==> config.mk <==
export PLATFORM = sky130hd
export DESIGN_NAME = al_accel_obuf_ctrl
export DESIGN_NICKNAME = d
export VERILOG_FILES = /design/src/rtl/al_accel_obuf_ctrl.sv
export SDC_FILE = /design/constraint.sdc
export NUM_CORES = 1
export LEC_CHECK = 0
export CORE_UTILIZATION = 38
export CTS_CLUSTER_DIAMETER = 80
export DETAILED_ROUTE_END_ITERATION = 16
export PLACE_DENSITY = 0.86
export RECOVER_POWER = 100
export SYNTH_ARGS = -nofsm -noshare
export SYNTH_HDL_FRONTEND = slang
export SYNTH_SLANG_ARGS = --single-unit
==> constraint.sdc <==
create_clock -name clk -period 5.8 [get_ports clk]
set_clock_uncertainty 0.15 [all_clocks]
set_input_delay 1.16 -clock clk [delete_from_list [all_inputs] [get_ports clk]]
set_output_delay 1.16 -clock clk [all_outputs]
set_load 0.005 [all_outputs]
==> src/rtl/al_accel_obuf_ctrl.sv <==
// Output-buffer sequencer: accumulates NUM_PASS passes of partial sums into
// NUM_WORDS obuf entries per tile, then drains the finished words to the
// writeback stream with valid/ready handshaking.
module al_accel_obuf_ctrl #(
    parameter int unsigned DATA_W = 32,
    parameter int unsigned ADDR_W = 4,
    parameter int unsigned PASS_W = 8
) (
    input  logic                clk,
    input  logic                reset,
    input  logic                start,
    input  logic                abort,
    input  logic [ADDR_W:0]     cfg_num_words,
    input  logic [PASS_W-1:0]   cfg_num_pass,
    input  logic                psum_valid,
    output logic                psum_ready,
    output logic                obuf_enb,
    output logic                obuf_ld_wrn,
    output logic                obuf_first,
    output logic [ADDR_W-1:0]   obuf_addr,
    input  logic [DATA_W-1:0]   obuf_do,
    output logic                wb_valid,
    input  logic                wb_ready,
    output logic [DATA_W-1:0]   wb_data,
    output logic                wb_last,
    output logic                busy,
    output logic                done,
    output logic                cfg_err
);

    localparam int unsigned DEPTH = 1 << ADDR_W;
    localparam int unsigned NW_W  = ADDR_W + 1;

    typedef enum logic [1:0] {
        S_IDLE  = 2'd0,
        S_ACCUM = 2'd1,
        S_DRAIN = 2'd2,
        S_DONE  = 2'd3
    } state_t;

    state_t              state_q;
    logic [ADDR_W-1:0]   addr_q;
    logic [PASS_W-1:0]   pass_q;
    logic [NW_W-1:0]     num_words_q;
    logic [PASS_W-1:0]   num_pass_q;

    logic                cfg_ok_c;
    logic [ADDR_W-1:0]   last_addr_c;
    logic [PASS_W-1:0]   last_pass_c;
    logic                at_last_addr_c;

    // Tile configuration is usable only with 1..DEPTH words and at least one pass
    assign cfg_ok_c = (cfg_num_words != '0)
                   && (cfg_num_words <= NW_W'(DEPTH))
                   && (cfg_num_pass != '0);

    // Last-word compare is done on ADDR_W bits so a full-depth tile wraps cleanly
    assign last_addr_c    = ADDR_W'(num_words_q - NW_W'(1));
    assign last_pass_c    = num_pass_q - PASS_W'(1);
    assign at_last_addr_c = (addr_q == last_addr_c);

    // Sequencer: state, address/pass counters, latched config and cfg_err pulse
    always_ff @(posedge clk or posedge reset) begin
        if (reset) begin
            state_q     <= S_IDLE;
            addr_q      <= '0;
            pass_q      <= '0;
            num_words_q <= '0;
            num_pass_q  <= '0;
            cfg_err     <= 1'b0;
        end else begin
            cfg_err <= 1'b0;
            case (state_q)
                S_IDLE: begin
                    if (start && !abort) begin
                        if (cfg_ok_c) begin
                            num_words_q <= cfg_num_words;
                            num_pass_q  <= cfg_num_pass;
                            addr_q      <= '0;
                            pass_q      <= '0;
                            state_q     <= S_ACCUM;
                        end else begin
                            cfg_err <= 1'b1;
                        end
                    end
                end
                S_ACCUM: begin
                    if (abort) begin
                        addr_q  <= '0;
                        pass_q  <= '0;
                        state_q <= S_IDLE;
                    end else if (psum_valid) begin
                        if (at_last_addr_c) begin
                            addr_q <= '0;
                            if (pass_q == last_pass_c) begin
                                pass_q  <= '0;
                                state_q <= S_DRAIN;
                            end else begin
                                pass_q <= pass_q + PASS_W'(1);
                            end
                        end else begin
                            addr_q <= addr_q + ADDR_W'(1);
                        end
                    end
                end
                S_DRAIN: begin
                    if (abort) begin
                        addr_q  <= '0;
                        pass_q  <= '0;
                        state_q <= S_IDLE;
                    end else if (wb_ready) begin
                        if (at_last_addr_c) begin
                            addr_q  <= '0;
                            state_q <= S_DONE;
                        end else begin
                            addr_q <= addr_q + ADDR_W'(1);
                        end
                    end
                end
                S_DONE: begin
                    addr_q  <= '0;
                    pass_q  <= '0;
                    state_q <= S_IDLE;
                end
                default: begin
                    addr_q  <= '0;
                    pass_q  <= '0;
                    state_q <= S_IDLE;
                end
            endcase
        end
    end

    // Output decode from the state registers; ld_wrn and wb_data follow their inputs
    assign psum_ready  = (state_q == S_ACCUM);
    assign obuf_enb    = (state_q == S_ACCUM) || (state_q == S_DRAIN);
    assign obuf_ld_wrn = (state_q == S_ACCUM) && psum_valid;
    assign obuf_first  = (state_q == S_ACCUM) && (pass_q == '0);
    assign obuf_addr   = addr_q;
    assign wb_valid    = (state_q == S_DRAIN);
    assign wb_last     = (state_q == S_DRAIN) && at_last_addr_c;
    assign wb_data     = (state_q == S_DRAIN) ? obuf_do : '0;
    assign busy        = (state_q != S_IDLE);
    assign done        = (state_q == S_DONE);

endmodule
==> results.cfg <==
[die]
ios = 96
dieArea_um2 = 5560
die_w_um = 74.5
rows = 26
core_um2 = 5070
die_h_um = 74.5
start_util = 0.394

[sta]
setup_violations = 0
finalSetupTns_ns = 0
worst_slack_ns = 1.62
relSlewSlack = -0.100
fin_crit_sh = 0.721
drv_slew = 17
tightest_slew_ns = 1.64
hold_slack_ns = 0.414
period_needed_ns = 4.18
finalHoldViolCount = 0
clock.fmax_ghz = 0.239
rsz0062_at_grt = false

[finish]
drive_gt1_frac = 0.0577
antennaDiodeCount = 0
layout_common_cells = 71 x clkdlybuf4s50_1, 27 x dfrtp_1, 24 x dlygate4sd3_1, 23 x and2_0, 15 x o21ai_0
final_common_cell = clkdlybuf4s50_1
area_delta_synth_final_pct = 51.9
finalNetCount = 373
n_fill_cell = 452

[grt]
grt_pass1_vias = 1794
grt_usage = 0.201
grt_max_degree = 38
grt_pass1_wl_um = 8590
antenna_found_initial = 0
overflow = 0

[synthesis]
synth_top_area_cell = dfrtp_1
synth-edff-count = 0
netlist_instances = 222
ys_types = 45
ys.warnings.count = 0
synth_top_flop_cell = dfrtp_1
synthArstFlopShare = 1.00
yosysSeqAreaShare = 0.338
postSynthAreaPerCell_um2 = 9.01
ys_seq_elements = 27
synth_area_um2 = 2000
synthTopCellsByArea = dfrtp_1 34%, and2_1 11%, ha_1 5.6%, mux2_2 5.1%, o21ai_0 3.5%
synth_nets = 282
synth_top_area_share = 0.338

[min_path]
worstHoldStart = num_words_q[3]$_DFFE_PP0P_
hp-class = register to register

[power_and_ir_drop]
powerDensity_nw_per_um2 = 309
p_sw_frac = 0.411
power_frac_seq = 0.342
netSwitchingPower_mw = 0.386
p_int_mw = 0.554
comb_power_share = 0.539
power.share.clock = 0.119
p_leak_nw = 1.27
vdd_drop_max_v = 0.000230

[critical_path]
rrSetupSlack_ns = 2.85
critical_path.max_stage_delay_ns = 1.27
critPathKind = primary input to register
crit_start = cfg_num_words[1]
cp_cell_sequence = dlygate4sd3_1, or4_1, a22o_1, nor3_1, mux2_2
cp_max_fo = 16
slowest_stage = nor3_1
cp.required_ns = 5.82
crit_path_end_kind = register
cp-start-kind = primary input
worstPathArrival_ns = 4.20
timing.rr.start = num_words_q[0]$_DFFE_PP0P_

[placed_design]
dp_slack_ns = 1.91
place.gp.congestion = 0.826
dp_hpwl_um = 4410
io_buffers = 95

[clock_network]
clkTransAtPathRegs_ns = 0.10
cts-buffers-inserted = 3
ctsResizeCount = 0
cts_setup_buffers = 0
cts_tree = built
cts_buffer_depth = 2
root_buffer = clkbuf_8
postCtsHoldBufs = 0
h-tree-depth = 1
clkLatencyLatePin_ns = 0.28
clock-sinks = 27

[run_status]
status = finished, violations left
violations = capacitance limit, slew limit

[routing]
wirelength_um = 5610
via_per_inst = 5.13
num_vias = 1960
avgRoutedWirePerCell_um = 14.7
drc = 0
dr.pass1.iters = 4
antenna_left = 0
drt_iter0_drc = 158

[job]
drv_cap = 1
-- cell type report --
type / instances / area, um^2 / area share
multi-input cells: 172 / 1220 / 0.402
repair buffers: 95 / 951 / 0.313
flip-flops and latches: 27 / 676 / 0.222
well taps: 70 / 87.6 / 0.0288
inverters: 14 / 52.6 / 0.0173
clock buffers: 3 / 41.3 / 0.0136
clock inverters: 1 / 7.51 / 0.00247
-- power by group through the flow --
stage	registers, mW	logic [mW]	clock network (mW)
finish	0.322	0.507	0.112
global route	0.330	0.564	0.122
CTS	0.321	0.529	0.113
detailed placement	0.324	0.527	0
global placement	0.320	0.509	0
floorplan	0.302	0.351	0
-- logic make-up after synthesis --
logic type                 Yosys count  synth area share
AOI/OAI and AO/OA                   43             0.155
xor gates and xnor gates            14            0.0613
adders and majority gates            9            0.0563
buffers and inverters               23            0.0469
DFF                                 27             0.338
muxes                               11            0.0632
and+or+nand+nor                     95             0.280
-- state kept, by name (all words and copies together) (netlist names) --
register	count
pass_q	8
num_words_q	4
obuf_addr	4
num_pass_q	8
cfg_err	1
state_q	2
-- worst paths after layout --
| kind | to | cells past startpoint |
|---|---|---|
| setup / recovery | num_pass_q[7]$_DFFE_PP0P_ | 5 |
| hold / removal | num_words_q[3]$_DFFE_PP0P_ | 1 |
| setup reg to reg | pass_q[7]$_DFFE_PP0P_ | 8 |
| hold reg to reg | num_words_q[3]$_DFFE_PP0P_ | 1 |
| max in group asynchronous | num_pass_q[3]$_DFFE_PP0P_ | 2 |
| min in group asynchronous | obuf_addr[0]$_DFFE_PP0P_ | 2 |
-- synthesized netlist by cell type, types with 2 or more instances --
master	count
clkbuf_1	8
and2_1	34
xor2_1	6
a22oi_1	5
o41ai_1	4
or2_2	2
nor2b_1	5
o21ai_0	14
xnor2_1	8
nand3_1	4
a32oi_1	2
and3_1	5
o211ai_1	2
a32o_1	2
nor3_1	2
inv_1	14
nor3b_1	3
a22o_1	5
nor2_1	9
nand2b_1	3
nor4_1	4
nand2_1	13
dfrtp_1	27
or3_1	2
mux2_2	9
or4_1	2
a211o_1	2
ha_1	9
-- routing by layer --
layer	GRT usage	part of all wire	vias to the layer above
li1	-	-	961
met1	0.280	0.46	940
met2	0.315	0.50	52
met3	0.0366	0.033	7
met4	0.0650	0.011	0
met5	0	0	-
-- worst max-delay path: cells and delay by family --
| family | cells | cell delay [ns] |
|---|---|---|
| AO/OA/AOI/OAI | 1 | 0.23 |
| multiplexers | 1 | 0.44 |
| buffers and inverters | 1 | 0.55 |
| AND/OR/NAND/NOR | 2 | 1.82 |
-- stage by stage --
| stage | util | std cells | power [mW] | cell area, um^2 |
|---|---|---|---|---|
| floorplan | - | 222 | 0.653 | 2000 |
| global placement | 0.590 | 378 | 0.829 | 3000 |
| detailed placement | 0.590 | 378 | 0.851 | 3000 |
| CTS | 0.600 | 382 | 0.963 | 3050 |
| global route | 0.598 | 382 | 1.02 | 3040 |
| finish | 0.598 | 382 | 0.940 | 3040 |
Note: power is estimated with default switching activity, not from simulation.
